--- src/rtl/jtdsp16_pkg.sv ---
// ============================================================================
// Module      : jtdsp16_pkg
// Description : Shared types and constants for the JTDSP16 do-loop sequencer.
// Revision    : 1.0 - initial release
// ============================================================================
`default_nettype none

package jtdsp16_pkg;

    localparam int c_kw_def     = 7;
    localparam int c_nw_def     = 4;
    localparam int c_data_n_lsb = 0;
    localparam int c_data_k_lsb = 4;

    typedef enum logic [0:0] {
        ST_IDLE = 1'b0,
        ST_RUN  = 1'b1
    } do_state_e;

endpackage

`default_nettype wire

--- src/rtl/jtdsp16_do_cnt.sv ---
// ============================================================================
// Module      : jtdsp16_do_cnt
// Description : Nested body-offset / iteration counter pair with terminal decode.
// Revision    : 1.0 - initial release
// ============================================================================
`default_nettype none

module jtdsp16_do_cnt #(
    parameter int KW = 7,
    parameter int NW = 4
) (
    input  logic          clk,
    input  logic          rst_n,
    input  logic          load,
    input  logic          step,
    input  logic [KW-1:0] k_load,
    input  logic [NW-1:0] nlen,
    output logic [NW-1:0] ncnt,
    output logic [KW-1:0] kcnt,
    output logic          last
);

    logic [NW-1:0] ncnt_d, ncnt_q;
    logic [KW-1:0] kcnt_d, kcnt_q;
    logic          w_wrap;

    assign w_wrap = (ncnt_q == nlen);
    assign last   = w_wrap & (kcnt_q == KW'(1));
    assign ncnt   = ncnt_q;
    assign kcnt   = kcnt_q;

    always_comb begin
        ncnt_d = ncnt_q;
        kcnt_d = kcnt_q;
        if (load) begin
            ncnt_d = NW'(1);
            kcnt_d = k_load;
        end else if (step) begin
            // Clearing on the final instruction keeps both counters at zero while idle
            if (last) begin
                ncnt_d = '0;
                kcnt_d = '0;
            end else if (w_wrap) begin
                ncnt_d = NW'(1);
                kcnt_d = kcnt_q - KW'(1);
            end else begin
                ncnt_d = ncnt_q + NW'(1);
            end
        end
    end

    always_ff @(posedge clk) begin
        if (!rst_n) begin
            ncnt_q <= '0;
            kcnt_q <= '0;
        end else begin
            ncnt_q <= ncnt_d;
            kcnt_q <= kcnt_d;
        end
    end

endmodule

`default_nettype wire

--- src/rtl/jtdsp16_do_seq.sv ---
// ============================================================================
// Module      : jtdsp16_do_seq
// Description : Do/redo loop sequencer feeding the ROM address unit's loop cache,
//               with interrupt deferral. Define JTDSP16_DO_CLOOP_EN to let
//               k_field==0 take the iteration count from cloop.
// Revision    : 1.0 - initial release
// ============================================================================
`default_nettype none

module jtdsp16_do_seq
    import jtdsp16_pkg::*;
#(
    parameter int KW = c_kw_def,
    parameter int NW = c_nw_def
) (
    input  logic            clk,
    input  logic            rst_n,
    input  logic            cen,
    input  logic            do_inst,
    input  logic            redo_inst,
    input  logic [NW-1:0]   n_field,
    input  logic [KW-1:0]   k_field,
    input  logic [KW-1:0]   cloop,
    input  logic            irq_req,
    output logic            do_start,
    output logic            do_save,
    output logic            do_redo,
    output logic            do_short,
    output logic            do_out,
    output logic [NW-1:0]   do_pc,
    output logic [KW+NW-1:0] do_data,
    output logic            irq_start,
    output logic            irq_hold,
    output logic            do_err
);

    do_state_e     state_d, state_q;
    logic [NW-1:0] nlen_d, nlen_q;
    logic [KW-1:0] klen_d, klen_q;
    logic          body_ok_d, body_ok_q;
    logic          irq_pend_d, irq_pend_q;
    logic          do_err_d, do_err_q;

    logic [KW-1:0] w_keff;
    logic [NW-1:0] w_ncnt;
    logic [KW-1:0] w_kcnt;
    logic          w_last;
    logic          w_idle;
    logic          w_run;
    logic          w_gate;
    logic          w_do_acc;
    logic          w_redo_acc;

`ifdef JTDSP16_DO_CLOOP_EN
    assign w_keff = (k_field == '0) ? cloop : k_field;
`else
    logic w_unused_cloop;
    assign w_keff         = k_field;
    assign w_unused_cloop = ^cloop;
`endif

    assign w_idle = (state_q == ST_IDLE);
    assign w_run  = (state_q == ST_RUN);

    // A pending interrupt owns the first idle slot, so no loop may start then
    assign w_gate     = cen & w_idle & ~irq_pend_q;
    assign w_do_acc   = w_gate & do_inst & (n_field != '0) & (w_keff != '0);
    assign w_redo_acc = w_gate & ~do_inst & redo_inst & body_ok_q & (w_keff != '0);

    jtdsp16_do_cnt #(
        .KW (KW),
        .NW (NW)
    ) u_cnt (
        .clk    (clk),
        .rst_n  (rst_n),
        .load   (do_start),
        .step   (cen & w_run),
        .k_load (w_keff),
        .nlen   (nlen_q),
        .ncnt   (w_ncnt),
        .kcnt   (w_kcnt),
        .last   (w_last)
    );

    always_comb begin
        state_d    = state_q;
        nlen_d     = nlen_q;
        klen_d     = klen_q;
        body_ok_d  = body_ok_q;
        irq_pend_d = irq_pend_q;
        do_err_d   = do_err_q;
        do_start   = w_do_acc | w_redo_acc;
        do_save    = w_do_acc;
        do_redo    = w_redo_acc;
        irq_start  = cen & w_idle & (irq_pend_q | (irq_req & ~(w_do_acc | w_redo_acc)));

        case (state_q)
            ST_IDLE: if (w_do_acc | w_redo_acc) state_d = ST_RUN;
            ST_RUN:  if (cen & w_last)          state_d = ST_IDLE;
            default:                            state_d = ST_IDLE;
        endcase

        if (w_do_acc) begin
            nlen_d    = n_field;
            body_ok_d = 1'b1;
        end
        if (w_do_acc | w_redo_acc) begin
            klen_d = w_keff;
        end

        if (cen) begin
            if ((do_inst | redo_inst) & ~(w_do_acc | w_redo_acc)) do_err_d = 1'b1;
            if (do_inst & redo_inst)                                do_err_d = 1'b1;
            if (w_idle & irq_pend_q) begin
                irq_pend_d = 1'b0;
            end else if (irq_req & (w_run | w_do_acc | w_redo_acc)) begin
                irq_pend_d = 1'b1;
            end
        end
    end

    always_ff @(posedge clk) begin
        if (!rst_n) begin
            state_q    <= ST_IDLE;
            nlen_q     <= '0;
            klen_q     <= '0;
            body_ok_q  <= 1'b0;
            irq_pend_q <= 1'b0;
            do_err_q   <= 1'b0;
        end else if (cen) begin
            state_q    <= state_d;
            nlen_q     <= nlen_d;
            klen_q     <= klen_d;
            body_ok_q  <= body_ok_d;
            irq_pend_q <= irq_pend_d;
            do_err_q   <= do_err_d;
        end
    end

    // A redo reuses the latched body, so its length comes from nlen
    assign do_short = w_do_acc ? (n_field == NW'(1)) : (nlen_q == NW'(1));
    assign do_out   = w_run & w_last;
    assign do_pc    = w_run ? w_ncnt : '0;
    assign irq_hold = irq_pend_q;
    assign do_err   = do_err_q;

    assign do_data[c_data_n_lsb +: NW] = nlen_q;
    assign do_data[c_data_k_lsb +: KW] = klen_q;

endmodule

`default_nettype wire

--- config.mk ---
export PLATFORM = sky130hd
export DESIGN_NAME = jtdsp16_do_seq
export DESIGN_NICKNAME = d
export VERILOG_FILES = /design/src/rtl/jtdsp16_pkg.sv /design/src/rtl/jtdsp16_do_cnt.sv /design/src/rtl/jtdsp16_do_seq.sv
export SDC_FILE = /design/constraint.sdc
export NUM_CORES = 1
export LEC_CHECK = 0
export BUFFER_PORTS_ARGS = -buffer_cell sky130_fd_sc_hd__clkbuf_2
export CORE_MARGIN = 10
export CORE_UTILIZATION = 50
export DETAILED_ROUTE_END_ITERATION = 10
export PLACE_DENSITY_LB_ADDON = 0.12
export REMOVE_ABC_BUFFERS = 1
export SLEW_MARGIN = 5
export SYNTH_ARGS = -nofsm -noshare
export SYNTH_HDL_FRONTEND = slang
export SYNTH_HIERARCHICAL = 1
export SYNTH_SLANG_ARGS = --single-unit
--- constraint.sdc ---
create_clock -name clk -period 2.28 [get_ports clk]
set_input_delay 0.114 -clock clk [delete_from_list [all_inputs] [get_ports clk]]
set_output_delay 0.114 -clock clk [all_outputs]
set_load 0.02 [all_outputs]
==> impl_metrics.csv, run 1 <==
group,metric,value,unit
timing,slew_headroom,64.3,%
routing,drt_iter0_markers,87,
setup_path,r2r-end,"u_cnt/kcnt[6]",
setup_path,startpoint_type,"register",
floorplanning,coreArea,2780,um2
cts,clk_path_buf_depth,2,
global_route,grt_overflow_total,0,
timing,period_needed,2.11,ns
setup_path,setup.worst_path.end_class,"output port",
setup_path,worstSetupPathType,"register to output port",
placed_design,hpwl,2730,um
global_route,antenna_found_initial,0,
run,cap_violations,0,
routing,drtAntennaViolNets,0,
global_route,grt_max_degree,34,
worst_hold_path,hold_path_class,"primary input to register",
cts,cts_resized,0,
floorplanning,fp.dieW,74.4,um
routing,drtPass1Iterations,4,
setup_path,reg2reg_from,"state_q",
floorplanning,top_level_ports,47,
timing,fin_skew,0.0124,ns
yosys,syn_area_per_cell,8.45,um2
setup_path,r2r_slack,0.38,ns
cts,cts.clk_slew.worst_paths,0.15,ns
cts,htree_levels,1,
setup_path,worstRegToRegCells,6,
routing,wl_met2,1700,um
timing,fin_setup_tns,0,ns
yosys,synthesis.area,1480,um2
power_and_ir_drop,ir_worst_vdd,0.000421,V
timing,finalSetupViolCount,0,
yosys,synth_top_family_by_area,"simple AND/OR/NAND/NOR gates",
yosys,synth_mux_area_share,8.12,%
yosys,synthAdderAreaFrac,2.54,%
setup_path,cp_max_fo,7,
cts,cts_hold_buf,0,
worst_hold_path,min_from,"k_field[0]",
layout,diodes,0,
timing,timing.hold.ws,0.0250,ns
layout,synthToLayoutAreaGrowth,17.9,%
routing,vias,1386,
global_route,first_global_vias,1302,
placed_design,io_buffer_count,39,
cts,cts_tree,"yes",
routing,wl_per_cell,14.2,um
placed_design,placedCellCount,243,
setup_path,arrival,2.00,ns
yosys,synthSimpleGateAreaFrac,27.5,%
yosys,synth-warning-count,6,
cts,clock-sinks,26,
layout,layout.cells.non_filler,246,
cts,cts-buffers-inserted,3,
cts,cts-root-buf,"clkbuf_4",
routing,top_layer_used,"met4",
routing,drc,0,
cts,clkLatencyLatePin,0.32,ns
timing,period_share,92.6,%
yosys,synth_xor_area_share,3.55,%
timing,final-hold-violation-count,0,
yosys,synth_compound_area_share,18.4,%
global_route,grt_usage,12.5,%
cts,post_cts_buffers,0,
power_and_ir_drop,powerDensity,560,nW/um2
yosys,synthArstFlopShare,0,%
yosys,synth.distinct_cells,47,
worst_hold_path,hold_path_end,"klen_q[0]",
layout,drive_gt1_share,26.0,%
power_and_ir_drop,p_leak,0.795,nW
yosys,synth_edf_count,0,
timing,worst_pin_slew,0.530,ns
floorplanning,die_area,5530,um2
layout,fillers,244,
yosys,yosysSeqAreaShare,35.2,%
timing,finalMaxSlewViolations,0,
worst_hold_path,worstHoldPathCells,3,
layout,nNetsFinal,244,
timing,rsz0062_at_grt,"no",
yosys,synth_ff_type,"dfxtp_1",
status,status,"finished, final reports clean",
timing,fmax,474,MHz
placed_design,place.gp.congestion,0.887,
floorplanning,start_util,53.2,%
global_route,grt_pass1_wl,5700,um
routing,wl_met3,220,um
setup_path,required,2.17,ns
routing,wl,3500,um
routing,viasPerCell,5.63,
yosys,ys_ff_latch,26,
floorplanning,die_y,74.4,um
routing,wl_met1,1560,um
floorplanning,placement_rows,19,
yosys,syn_inst,175,
-- sequential cells by signal (all words and copies together) (netlist names) --
| name | cells |
|---|---|
| irq_hold | 1 |
| u_cnt/ncnt | 4 |
| u_cnt/kcnt | 7 |
| body_ok_q | 1 |
| state_q | 1 |
| nlen_q | 4 |
| klen_q | 7 |
| do_err | 1 |
-- cells by family (layout without fill, tap and decap cells) --
family | Yosys count | count (layout)
AOI/OAI and AO/OA | 34 | 34
xor gates and xnor gates | 6 | 6
adders and majority gates | 3 | 3
buffers and inverters | 14 | 54
DFF | 26 | 26
muxes | 12 | 12
and+or+nand+nor | 80 | 80
-- power breakdown --
group	leakage (nW)	internal, W	total, W	switching [W]
clock network	0.0138	0.0000618	0.000196	0.000134
logic	0.569	0.000108	0.000268	0.000160
registers	0.213	0.000485	0.000512	0.0000266
-- cell usage after synthesis (all sizes together), types with 3 or more instances --
| master | n | area (um2) |
|---|---|---|
| nand2 | 42 | 158 |
| o311ai | 3 | 26.3 |
| nand3 | 4 | 20.0 |
| ha | 3 | 37.5 |
| dfxtp | 26 | 521 |
| a21oi | 4 | 20.0 |
| inv | 7 | 26.3 |
| o21ai | 6 | 30.0 |
| o31a | 3 | 26.3 |
| xor2 | 6 | 52.6 |
| mux2i | 12 | 120 |
| nor2 | 9 | 33.8 |
| buf | 3 | 27.5 |
| and2 | 7 | 46.3 |
| clkbuf | 4 | 15.0 |
-- metrics by stage --
stage	total power, W	area, um2	util (%)	setup slack (ns)
after global routing	0.00104	1740	62.7	0.0407
after floorplan	0.000693	1440	-	-0.661
after global placement	0.000779	1720	61.9	0.429
final	0.000975	1740	62.7	0.169
after detailed placement	0.000789	1720	61.9	0.371
after CTS	0.000981	1740	62.7	0.152
-- layout make-up --
cell class                 instances  area, um2  share of cell area (%)
multi-input combinational        135        890                    51.0
tap                               31       38.8                    2.23
sequential                        26        520                    29.9
clock buffer                       3       22.5                    1.29
inverter                           7       26.3                    1.51
timing repair buffer              44        245                    14.1
-- per-layer routing --
layer | up-vias | global-route usage (%)
met3 | 2 | 3.19
met2 | 39 | 20.3
li1 | 694 | -
met1 | 651 | 15.9
met5 | - | 0
met4 | 0 | 3.66
-- placed cells by master, fill, tap and decap left out, types with 2 or more instances in the layout --
cell type  netlist  final
mux2i_1         12     12
a21boi_0         2      2
o311ai_1         3      3
dfxtp_1         26     26
a21oi_1          4      4
o21ai_0          5      5
inv_1            7      7
clkbuf_4         0      3
nand2b_1         2      2
o31a_1           3      3
nand2_1         42     42
xor2_1           6      6
clkbuf_2         0     39
a31oi_1          2      2
o21a_1           2      2
nor3_1           2      2
and2_1           6      6
buf_4            0      4
ha_1             3      3
and3_1           2      2
nand3_1          4      4
nor2_1           9      9
nand3b_1         2      2
-- worst max-delay path, stage by stage (launching register included) --
cell,delay (ns)
dfxtp_1,0.34
or3b_1,0.49
a211oi_4,0.45
a2bb2oi_1,0.21
clkbuf_2,0.19
-- worst max-delay path by stage --
stage                              from             to  slack, ns  depth (start not counted)
after floorplan                irq_hold  u_cnt/kcnt[6]      -0.66                          6
after global placement         irq_hold  u_cnt/kcnt[6]       0.43                          6
after detailed placement     n_field[3]  u_cnt/kcnt[6]       0.37                          7
after CTS                      irq_hold       do_short       0.15                          4
after global routing      u_cnt/kcnt[2]         do_out       0.04                          5
final                           state_q       do_short       0.17                          4
Power figures use the tool's default switching activity.
==> inputs of run 2 (changes only) <==
--- a/config.mk
+++ b/config.mk
@@ -6,8 +6,9 @@
 export NUM_CORES = 1
 export LEC_CHECK = 0
 export BUFFER_PORTS_ARGS = -buffer_cell sky130_fd_sc_hd__clkbuf_2
-export CORE_MARGIN = 10
-export CORE_UTILIZATION = 50
+export CELL_PAD_IN_SITES_DETAIL_PLACEMENT = 1
+export CELL_PAD_IN_SITES_GLOBAL_PLACEMENT = 1
+export CORE_UTILIZATION = 36
 export DETAILED_ROUTE_END_ITERATION = 10
 export PLACE_DENSITY_LB_ADDON = 0.12
 export REMOVE_ABC_BUFFERS = 1
==> run 2 against run 1 <==
  * Critical path depth grew 1
  * Sequential share of layout area is 0.71 points lower
  * Maximum frequency increased by 2.8%
  * Combinational power about the same
  * Largest cell class unchanged
==> impl_metrics.csv, run 2 (synthesis gave the netlist of run 1 again) <==
group,metric,value,unit
status,status,"finished, final reports clean",
cts,cts.clk_slew.worst_paths,0.09,ns
timing,fmax,487,MHz
setup_path,required,2.17,ns
routing,drtPass1Iterations,4,
floorplanning,fp.dieW,66.1,um
cts,cts-root-buf,"clkbuf_8",
setup_path,cpLargestDelayFamily,"simple AND/OR/NAND/NOR gates",
routing,drtAntennaViolNets,0,
timing,fin_skew,0.00282,ns
worst_hold_path,hold_path_class,"primary input to register",
routing,drc,0,
timing,fin_setup_tns,0,ns
routing,vias,1375,
global_route,grt_usage,19.3,%
placed_design,place.gp.congestion,0.790,
timing,slew_headroom,67.8,%
global_route,grt_pass1_wl,6410,um
cts,cts_hold_buf,0,
layout,nNetsFinal,246,
placed_design,placedInstanceArea,1740,um2
setup_path,worstSetupPathType,"register to output port",
setup_path,cp_slowest_stage_delay,0.47,ns
cts,clk_path_buf_depth,2,
layout,synthToLayoutAreaGrowth,20.7,%
power_and_ir_drop,p_leak,0.810,nW
layout,drive_gt1_share,26.7,%
timing,final-hold-violation-count,0,
timing,worst_pin_slew,0.477,ns
setup_path,arrival,1.94,ns
floorplanning,die_area,4370,um2
placed_design,place_ws,0.387,ns
routing,viasPerCell,5.19,
cts,htree_levels,1,
timing,period_needed,2.05,ns
timing,finalMaxSlewViolations,0,
routing,wl_per_cell,14.4,um
setup_path,crit_chain,"or3b_1 > a221oi_2 > buf_4 > o21ai_0 > clkbuf_2",
routing,wl,3830,um
setup_path,startpoint_type,"register",
layout,diodes,0,
global_route,grt_overflow_total,0,
cts,post_cts_buffers,0,
timing,worst_slack,0.227,ns
power_and_ir_drop,powerDensity,590,nW/um2
global_route,grt_max_degree,34,
cts,clock-sinks,26,
cts,cts-buffers-inserted,3,
timing,finalSetupViolCount,0,
placed_design,placedCellCount,262,
setup_path,cp_max_fo,21,
cts,cts_resized,0,
floorplanning,die_y,66.1,um
power_and_ir_drop,ir_worst_vdd,0.000249,V
placed_design,io_buffer_count,39,
layout,mostFrequentLayoutCell,"nand2_1",
setup_path,slowest_stage,"or3b_1",
timing,period_share,90.1,%
cts,clkLatencyLatePin,0.28,ns
global_route,first_global_vias,1352,
layout,layout.cells.non_filler,265,
floorplanning,placement_rows,22,
layout,fin_area,1790,um2
global_route,antenna_found_initial,0,
setup_path,setup.worst_path.end_class,"output port",
layout,layout_common_cells,"nand2_1 (42), clkbuf_2 (39), dfxtp_1 (26), mux2i_1 (12), nor2_1 (9)",
floorplanning,coreArea,3800,um2
routing,drt_iter0_markers,48,
floorplanning,start_util,38.9,%
floorplanning,top_level_ports,47,
run,cap_violations,0,
timing,rsz0062_at_grt,"no",
placed_design,hpwl,2960,um
power_and_ir_drop,power,0.00105,W
cts,cts_tree,"yes",
setup_path,path_buf_inv,2,
==> run 2: worst paths after layout <==
kind	to	from	slack (ns)	cells after the start
max reg2reg	klen_q[0]	irq_hold	0.43	5
min reg2reg	klen_q[2]	klen_q[2]	0.46	2
min	klen_q[5]	k_field[5]	0.09	3
max	irq_start	irq_hold	0.23	5
==> run 2: stage by stage <==
stage	hold slack (ns)	util [%]
after floorplan	0.232	-
after global placement	0.375	45.9
after detailed placement	0.388	45.9
final	0.0866	47.0
after CTS	0.0858	47.0
after global routing	0.106	47.0
==> run 2: routing by layer <==
layer	share of wire (%)	vias to the layer above	routed length, um	track usage, %
met5	0	-	0	0
met4	1.0	0	40	6.91
met3	2.8	4	107	2.76
met2	47	24	1790	29.3
met1	49	645	1890	27.5
li1	-	702	-	-
==> run 2: power by group <==
part           internal (W)  total, W  switching, W
logic              0.000108  0.000271      0.000163
clock network      0.000119  0.000271      0.000152
registers          0.000485  0.000512     0.0000272
total              0.000711   0.00105      0.000342
==> run 2: worst min-delay path, cell delays in order <==
cell and delay [ns]:
clkbuf_2 0.10, nand2_1 0.05, mux2i_1 0.05
==> run 2: layout make-up <==
class                      count  area (um2)
timing repair buffer          46         248
tap                           48        60.1
multi-input combinational    135         890
fill                         484        2010
clock buffer                   3        41.3
inverter                       7        26.3
sequential                    26         520
==> inputs of run 3 (changes only) <==
--- a/config.mk
+++ b/config.mk
@@ -10,7 +10,7 @@
 export CELL_PAD_IN_SITES_GLOBAL_PLACEMENT = 1
 export CORE_UTILIZATION = 36
 export DETAILED_ROUTE_END_ITERATION = 10
-export PLACE_DENSITY_LB_ADDON = 0.12
+export PLACE_DENSITY_LB_ADDON = 0.05
 export REMOVE_ABC_BUFFERS = 1
 export SLEW_MARGIN = 5
 export SYNTH_ARGS = -nofsm -noshare
==> run 3 against run 2 <==
  * Critical endpoint is now do_short
  * Sequential share of layout area is 0.36 points lower
  * Cell count stayed put
  * Highest routed layer unchanged
  * Register-to-register slack better by 0.02 ns
  * Sequential power hardly changed
  * Combinational power hardly changed
==> impl_metrics.csv, run 3 (synthesis gave the netlist of run 1 again) <==
group,metric,value,unit
status,status,"finished, final reports clean",
placed_design,io_buffer_count,39,
timing,final-hold-violation-count,0,
layout,layout_common_cells,"nand2_1 (42), clkbuf_2 (39), dfxtp_1 (26), mux2i_1 (12), nor2_1 (9)",
setup_path,reg2reg_from,"irq_hold",
floorplanning,die_y,66.1,um
power_and_ir_drop,seqPwrFrac,43.8,%
layout,fin_area,1810,um2
routing,drt_iter0_markers,43,
setup_path,worstSetupPathType,"register to output port",
routing,drtPass1Iterations,4,
setup_path,worstRegToRegCells,7,
cts,cts_tree,"yes",
cts,htree_levels,1,
routing,drc,0,
setup_path,cpLargestDelayFamily,"compound AO/OA/AOI/OAI gates",
placed_design,hpwl,2940,um
worst_hold_path,min_from,"n_field[0]",
power_and_ir_drop,p_sw,0.000343,W
floorplanning,top_level_ports,47,
run,cap_violations,0,
cts,cts-buffers-inserted,3,
routing,vias,1393,
cts,cts-root-buf,"clkbuf_8",
layout,drive_gt1_share,26.7,%
worst_hold_path,worstHoldPathCells,3,
setup_path,required,2.17,ns
worst_hold_path,hold_path_class,"primary input to register",
worst_hold_path,hold_path_end,"nlen_q[0]",
power_and_ir_drop,combPwrFrac,23.2,%
timing,finalMaxSlewViolations,0,
global_route,grt_pass1_wl,6290,um
placed_design,placedInstanceArea,1740,um2
cts,clock-sinks,26,
floorplanning,start_util,38.9,%
global_route,grt_usage,18.8,%
global_route,grt_max_degree,34,
cts,cts_resized,0,
timing,period_needed,2.04,ns
power_and_ir_drop,p_leak,0.819,nW
power_and_ir_drop,powerDensity,647,nW/um2
placed_design,placedCellCount,261,
layout,layout.cells.non_filler,265,
cts,clkLatencyLatePin,0.27,ns
routing,wl_per_cell,14.4,um
floorplanning,fp.dieW,66.1,um
setup_path,path_buf_inv,1,
setup_path,cp_max_fo,7,
timing,slew_headroom,66.1,%
cts,post_cts_buffers,0,
timing,worst_slack,0.239,ns
cts,clk_path_buf_depth,2,
layout,synthToLayoutAreaGrowth,22.3,%
layout,fin_util,47.6,%
placed_design,place_ws,0.367,ns
setup_path,slowest_stage,"or3b_1",
layout,fillers,478,
routing,viasPerCell,5.26,
setup_path,arrival,1.93,ns
cts,cts.clk_slew.worst_paths,0.09,ns
setup_path,r2r_slack,0.45,ns
setup_path,setup.worst_path.end_class,"output port",
global_route,antenna_found_initial,0,
global_route,grt_overflow_total,0,
power_and_ir_drop,ir_worst_vdd,0.000275,V
timing,finalSetupViolCount,0,
floorplanning,placement_rows,22,
setup_path,startpoint_type,"register",
cts,cts_hold_buf,0,
placed_design,place.gp.congestion,0.754,
power_and_ir_drop,p_clk_share,33.0,%
timing,period_share,89.5,%
power_and_ir_drop,power,0.00117,W
power_and_ir_drop,sw_frac_of_total,29.4,%
routing,drtAntennaViolNets,0,
timing,fmax,490,MHz
setup_path,r2r-end,"u_cnt/kcnt[3]",
power_and_ir_drop,p_int,0.000826,W
global_route,first_global_vias,1329,
timing,worst_pin_slew,0.503,ns
timing,fin_skew,0.00383,ns
timing,rsz0062_at_grt,"no",
layout,diodes,0,
layout,nNetsFinal,245,
floorplanning,coreArea,3800,um2
floorplanning,die_area,4370,um2
setup_path,crit_chain,"or3b_1 > a211oi_4 > a2bb2oi_1 > clkbuf_2",
setup_path,cp_slowest_stage_delay,0.47,ns
routing,wl,3820,um
layout,mostFrequentLayoutCell,"nand2_1",
-- run 3: worst max path at each step --
stage	from	endpoint	depth (start not counted)
after floorplan	irq_hold	u_cnt/kcnt[6]	6
after global placement	n_field[3]	u_cnt/kcnt[6]	7
after detailed placement	n_field[3]	u_cnt/kcnt[6]	7
after global routing	irq_hold	do_short	4
final	irq_hold	do_short	4
after CTS	irq_hold	do_short	4
-- run 3: layer usage --
metal / GRT usage (%) / vias up / routed length (um) / share of wire [%]
li1: - / 694 / - / -
met1: 25.6 / 675 / 1890 / 49
met2: 30.2 / 22 / 1790 / 47
met3: 2.59 / 2 / 116 / 3.0
met4: 6.38 / 0 / 22 / 0.58
met5: 0 / - / 0 / 0
-- run 3: power groups by stage --
stage / Sequential, W / Clock (W) / Combinational, W
2_1_floorplan: 0.000535 / 0 / 0.000159
3_3_place_gp: 0.000520 / 0 / 0.000260
3_5_place_dp: 0.000522 / 0 / 0.000271
4_1_cts: 0.000512 / 0.000404 / 0.000273
5_1_grt: 0.000517 / 0.000423 / 0.000298
6_report: 0.000512 / 0.000386 / 0.000271
-- run 3: worst reg2reg max path: cells and delay by family, from the launching register on --
family          cells  cell delay (ns)
simple gates        2             0.58
flops               1             0.35
compound gates      4             0.54
buf+inv             1             0.29
-- run 3: cell type report --
cell class / count / area [um2] / area share [%]
multi-input combinational: 135 / 890 / 49.2
sequential: 26 / 520 / 28.8
timing repair buffer: 45 / 240 / 13.3
tap: 48 / 60.1 / 3.32
clock buffer: 3 / 41.3 / 2.28
clock inverter: 1 / 30.0 / 1.66
inverter: 7 / 26.3 / 1.45
-- run 3: metrics by stage --
stage               hold WS (ns)  setup TNS (ns)
finish                    0.0868               0
global route              0.0744               0
CTS                       0.0760               0
detailed placement         0.375               0
global placement           0.376               0
floorplan                  0.232           -6.43
